[src/rtl/stim_seq_pkg.sv]
// Shared types and constants for the stimulus burst sequencer.
package stim_seq_pkg;

  localparam int GAP_WIDTH = 8;

  localparam logic [1:0] ST_IDLE_ENC = 2'd0;
  localparam logic [1:0] ST_SEND_ENC = 2'd1;
  localparam logic [1:0] ST_GAP_ENC  = 2'd2;
  localparam logic [1:0] ST_DONE_ENC = 2'd3;

  typedef enum logic [1:0] {
    ST_IDLE = ST_IDLE_ENC,
    ST_SEND = ST_SEND_ENC,
    ST_GAP  = ST_GAP_ENC,
    ST_DONE = ST_DONE_ENC
  } state_t;

endpackage

[src/rtl/stim_seq_gap_timer.sv]
// Loadable down-counter; expire flags the final cycle of a loaded interval.
module stim_seq_gap_timer
  import stim_seq_pkg::*;
(
  input  logic                 clk,
  input  logic                 sys_rst,
  input  logic                 load,
  input  logic [GAP_WIDTH-1:0] load_val,
  output logic                 expire
);

  logic [GAP_WIDTH-1:0] cnt;

  always_ff @(posedge clk) begin
    if (sys_rst) begin
      cnt <= '0;
    end else if (load) begin
      cnt <= load_val;
    end else if (cnt != '0) begin
      cnt <= cnt - GAP_WIDTH'(1);
    end
  end

  // Terminal count at 1 so a load of N yields exactly N gap cycles.
  assign expire = (cnt == GAP_WIDTH'(1));

endmodule

[src/rtl/stim_seq_ctrl.sv]
// Start-triggered incrementing address/data burst over valid/ready.
// Optional inter-beat gap (gap_cfg port, GAP state) enabled by STIM_SEQ_GAP_EN.
//
// state | meaning
// IDLE  | waiting for start; config sampled on start
// SEND  | beat presented, held until handshake
// GAP   | idle cycles between beats (STIM_SEQ_GAP_EN only)
// DONE  | one-cycle completion pulse
module stim_seq_ctrl
  import stim_seq_pkg::*;
#(
  parameter int DATA_WIDTH = 32,
  parameter int ADDR_WIDTH = 32,
  parameter int LEN_WIDTH  = 16
) (
  input  logic                  clk,
  input  logic                  sys_rst,
  input  logic                  start,
  input  logic [ADDR_WIDTH-1:0] base_addr,
  input  logic [DATA_WIDTH-1:0] base_data,
  input  logic [LEN_WIDTH-1:0]  beat_cnt,
`ifdef STIM_SEQ_GAP_EN
  input  logic [GAP_WIDTH-1:0]  gap_cfg,
`endif
  output logic                  out_valid,
  input  logic                  out_ready,
  output logic [ADDR_WIDTH-1:0] out_addr,
  output logic [DATA_WIDTH-1:0] out_data,
  output logic                  out_last,
  output logic                  busy,
  output logic                  done
);

  state_t                state_q, state_d;
  logic [ADDR_WIDTH-1:0] addr_q;
  logic [DATA_WIDTH-1:0] data_q;
  logic [LEN_WIDTH-1:0]  remaining_q;
  logic                  accept;
  logic                  hs;
  logic                  last_beat;

  assign accept    = (state_q == ST_IDLE) && start && (beat_cnt != '0);
  assign last_beat = (remaining_q == LEN_WIDTH'(1));
  assign hs        = out_valid && out_ready;

`ifdef STIM_SEQ_GAP_EN
  logic [GAP_WIDTH-1:0] gap_q;
  logic                 gap_expire;

  always_ff @(posedge clk) begin
    if (sys_rst) begin
      gap_q <= '0;
    end else if (accept) begin
      gap_q <= gap_cfg;
    end
  end

  stim_seq_gap_timer u_gap_timer (
    .clk      (clk),
    .sys_rst  (sys_rst),
    .load     (hs),
    .load_val (gap_q),
    .expire   (gap_expire)
  );
`endif

  always_ff @(posedge clk) begin
    if (sys_rst) begin
      state_q <= ST_IDLE;
    end else begin
      state_q <= state_d;
    end
  end

  always_comb begin
    state_d = state_q;
    case (state_q)
      ST_IDLE: begin
        if (start) begin
          state_d = (beat_cnt != '0) ? ST_SEND : ST_DONE;
        end
      end
      ST_SEND: begin
        if (out_ready) begin
          if (last_beat) begin
            state_d = ST_DONE;
          end else begin
`ifdef STIM_SEQ_GAP_EN
            state_d = (gap_q != '0) ? ST_GAP : ST_SEND;
`else
            state_d = ST_SEND;
`endif
          end
        end
      end
      ST_GAP: begin
`ifdef STIM_SEQ_GAP_EN
        if (gap_expire) begin
          state_d = ST_SEND;
        end
`else
        state_d = ST_IDLE;
`endif
      end
      ST_DONE: state_d = ST_IDLE;
      default: state_d = ST_IDLE;
    endcase
  end

  always_comb begin
    out_valid = (state_q == ST_SEND);
    out_last  = (state_q == ST_SEND) && last_beat;
    busy      = (state_q != ST_IDLE);
    done      = (state_q == ST_DONE);
  end

  // Beat counters; increments wrap silently at the field width.
  always_ff @(posedge clk) begin
    if (sys_rst) begin
      addr_q      <= '0;
      data_q      <= '0;
      remaining_q <= '0;
    end else if (accept) begin
      addr_q      <= base_addr;
      data_q      <= base_data;
      remaining_q <= beat_cnt;
    end else if (hs) begin
      addr_q      <= addr_q + ADDR_WIDTH'(1);
      data_q      <= data_q + DATA_WIDTH'(1);
      remaining_q <= remaining_q - LEN_WIDTH'(1);
    end
  end

  assign out_addr = addr_q;
  assign out_data = data_q;

endmodule

[config.mk]
export PLATFORM = sky130hd
export DESIGN_NAME = stim_seq_ctrl
export DESIGN_NICKNAME = d
export VERILOG_FILES = /design/src/rtl/stim_seq_pkg.sv /design/src/rtl/stim_seq_gap_timer.sv /design/src/rtl/stim_seq_ctrl.sv
export SDC_FILE = /design/constraint.sdc
export NUM_CORES = 1
export LEC_CHECK = 0
export BUFFER_PORTS_ARGS = -buffer_cell sky130_fd_sc_hd__buf_2
export CORE_MARGIN = 2
export CORE_UTILIZATION = 51
export DETAILED_ROUTE_END_ITERATION = 8
export GPL_TIMING_DRIVEN = 0
export HOLD_SLACK_MARGIN = 0.1
export PLACE_DENSITY_LB_ADDON = 0.12
export SYNTH_ARGS = -nofsm -noshare
export SYNTH_HDL_FRONTEND = slang
export SYNTH_SLANG_ARGS = --single-unit
export TNS_END_PERCENT = 30
[constraint.sdc]
create_clock -name clk -period 2.7 [get_ports clk]
set_input_delay 0.27 -clock clk [delete_from_list [all_inputs] [get_ports clk]]
set_output_delay 0.27 -clock clk [all_outputs]
set_load 0.02 [all_outputs]
==> flow_summary_export.csv <==
group,metric,value,unit
clock_network,cts_sinks,82,
cells_and_area,fillCellCount,802,
setup_path,worstSetupPathType,"primary input to register",
clock_network,clkTransAtPathRegs,0.09,ns
power_and_ir_drop,clockPowerShare,0.307,
setup_path,cp_data_required_time,2.97,ns
logic_synthesis,synth_edf_count,0,
timing,worst_slew_pin_slew,0.945,ns
timing,fmaxAchievable,411,MHz
timing,relSlewSlack,0.364,
clock_network,cts_tree,"built",
route,vias_per_cell,6.41,
logic_synthesis,syn-num-nets,688,
grt,grt_overflow,0,
floorplan,num_io_pins,152,
power_and_ir_drop,p_switching,0.902,mW
floorplan,die_area,9670,um2
logic_synthesis,yosysMostFrequentCell,"dfxtp_1",
setup_path,critical_path_peak_fanout,10,
clock_network,cts_buffer_depth,2,
logic_synthesis,synth_compound_area_frac,0.276,
setup_path,crit_start,"beat_cnt[8]",
logic_synthesis,seq_area_frac_synth,0.362,
route,firstDrtPassIters,5,
clock_network,cts_resized,0,
worst_hold_path,hold_path_class,"primary input to register",
timing,fin_skew,0.00884,ns
logic_synthesis,yosys.area_share.simple,0.306,
logic_synthesis,synth_cell_types,51,
setup_path,path_cells,"buf_2, nor4_1, nand4_1, nand2_1, clkbuf_1, o311ai_0, a31oi_1",
clock_network,cts_made_buffers,9,
logic_synthesis,syn_area,4540,um2
grt,first_global_vias,5137,
placed_design,dp_cells,858,
route,drc_errors,0,
cells_and_area,syn2layout_area_growth,23.6,%
placed_design,place_hpwl,11700,um
clock_network,holdBufCountCts,0,
power_and_ir_drop,power.density,500,nW/um2
cells_and_area,regArea,1640,um2
grt,antenna_found_initial,0,
run_status,status,"completed",
logic_synthesis,synth_top_family_by_area,"simple AND/OR/NAND/NOR gates",
cells_and_area,multiInputGateArea,2700,um2
power_and_ir_drop,power.share.combinational,0.200,
placed_design,routabilityCongestion,0.982,
logic_synthesis,syn_inst,600,
setup_path,crit_path_max_incr_delay,0.58,ns
placed_design,io_buffers,150,
floorplan,initial_core_util,0.523,
grt,grt_first_pass_wirelength,25100,um
clock_network,post-cts-setup-buffers,0,
route,wl,16000,um
logic_synthesis,yosys_warnings,0,
setup_path,r2r-start,"out_data[4]$_SDFFE_PP0P_",
route,ant_nets,0,
grt,track_usage,0.321,
clock_network,htreeDepth,3,
timing,tns,0,ns
logic_synthesis,synth_xor_area_frac,0,
timing,fin_crit_sh,0.901,
timing,setup_viol,0,
logic_synthesis,ys_top_cells_by_count,"82 x dfxtp_1, 65 x a21oi_1, 65 x nand2_1, 47 x nor2_1, 43 x nand3_1",
power_and_ir_drop,p_leak,2.20,nW
setup_path,cp.arrival,2.71,ns
cells_and_area,n_antenna_cell,0,
floorplan,die_h,98.4,um
timing,finalHoldViolations,0,
timing,min_period,2.43,ns
logic_synthesis,yosys.area.top_type,"dfxtp_1",
grt,grt_max_degree,13,
power_and_ir_drop,power_frac_seq,0.492,
floorplan,coreArea,8680,um2
setup_path,critical_path.endpoint_type,"register",
setup_path,start_kind,"primary input",
logic_synthesis,async_reset_ff_frac,0,
flow_run,cap_violations,0,
cells_and_area,fin_util,0.647,
floorplan,die_w,98.4,um
route,drt_iter0_markers,466,
logic_synthesis,netlist.area_leader.share,0.362,
logic_synthesis,synth_seq_cells,82,
power_and_ir_drop,internal-power,1.90,mW
cells_and_area,fin_cells,874,
cells_and_area,num-nets-final,849,
logic_synthesis,synth_mux_area_frac,0.00220,
setup_path,slowest_stage,"clkbuf_1",
worst_hold_path,min_from,"base_addr[25]",
floorplan,fp-row-count,34,
power_and_ir_drop,p_sw_frac,0.321,
route,vias,5603,
cells_and_area,final_layout_size_suffix_gt1_frac,0.235,
logic_synthesis,synth_area_leaders,"dfxtp_1 36%, a21oi_1 7.2%, nand2_1 5.4%",
timing,slew_violations,0,
logic_synthesis,yosys_most_used_dff,"dfxtp_1",
clock_network,root_buffer,"clkbuf_8",
power_and_ir_drop,vdd_drop_max,0.263,mV
logic_synthesis,synth.avg_cell_area,7.57,um2
clock_network,clk_latency,0.36,ns
route,wl_per_cell,18.3,um
timing,rsz0062_at_grt,"no",
logic_synthesis,synthAdderAreaFrac,0.0110,
[layout by cell type (no fill, tap or decap), types with 2 or more instances in the layout]
cell,n
clkbuf_1,29
o22ai_1,2
o221ai_1,2
buf_2,154
a221oi_1,3
and2_1,6
or2_2,5
nand3_1,43
o21ai_0,21
or3_1,20
a21oi_1,65
a211oi_1,3
a31oi_1,37
ha_1,4
o211ai_1,23
nor3b_1,3
nor2_1,47
a41oi_1,4
or4_1,7
buf_1,5
a2bb2oi_1,14
o311ai_0,7
and3_1,8
clkbuf_8,12
nor3_1,17
dfxtp_1,82
inv_1,15
nand2_1,65
a22oi_1,4
nor4_1,9
a32oi_1,5
and4_1,3
nand4_1,21
[cells by family (layout without fill, tap and decap cells)]
kind of cell	Yosys count	count (layout)
AND/OR/NAND/NOR	267	267
flip-flops	82	82
AO/OA/AOI/OAI	195	195
adder cells (fa/ha/maj)	4	4
buffers and inverters	51	217
multiplexers	1	1
[worst max-delay path: cells and delay by family]
family                 cells  cell delay [ns]
buffers and inverters      2             0.69
AOI/OAI and AO/OA          2             0.51
and+or+nand+nor            3             1.23
[power groups by stage]
stage                     clock, mW  combinational [mW]  sequential [mW]
after floorplan                   0               0.264             1.46
after global placement            0               0.541             1.40
after detailed placement          0               0.551             1.41
after CTS                     0.867               0.553             1.38
after global routing          0.907               0.608             1.40
final                         0.863               0.562             1.38
[layer usage]
layer  GRT usage  up-vias  share of wire
li1            -     2631              -
met1       0.415     2586           0.41
met2       0.516      332           0.46
met3      0.0687       54           0.10
met4       0.142        0          0.031
met5           0        -              0
[final timing paths]
kind                                                endpoint  slack [ns]  cells after the start
worst max-delay path               out_data[20]$_SDFFE_PP0P_        0.27                      7
worst min-delay path               out_addr[25]$_SDFFE_PP0P_        0.16                      3
worst max register to register     out_data[21]$_SDFFE_PP0P_        0.29                      5
worst min register to register  remaining_q[10]$_SDFFE_PP0P_        0.49                      2
[per-stage QoR]
step / setup WS [ns] / instance area [um2] / total power [mW] / hold slack (ns)
4_1_cts: 0.162 / 5610 / 2.80 / 0.151
3_3_place_gp: 0.0128 / 5430 / 1.94 / 0.472
5_1_grt: 0.175 / 5610 / 2.91 / 0.158
6_report: 0.267 / 5610 / 2.81 / 0.155
3_5_place_dp: -0.0146 / 5430 / 1.96 / 0.479
2_1_floorplan: 0.718 / 4540 / 1.72 / 0.406
[sequential cells by signal, indices dropped and copies added, names as in the netlist]
register,cells
out_data,32
out_addr,32
remaining_q,16
state_q,2
[layout make-up]
class | instances | area share
buffer | 36 | 0.0252
clock buffer | 15 | 0.0314
tap | 108 | 0.0241
clock inverter | 1 | 0.00134
multi-input combinational | 467 | 0.482
inverter | 15 | 0.0100
timing repair buffer | 150 | 0.134
sequential | 82 | 0.293
(Power assumes the default switching activity.)
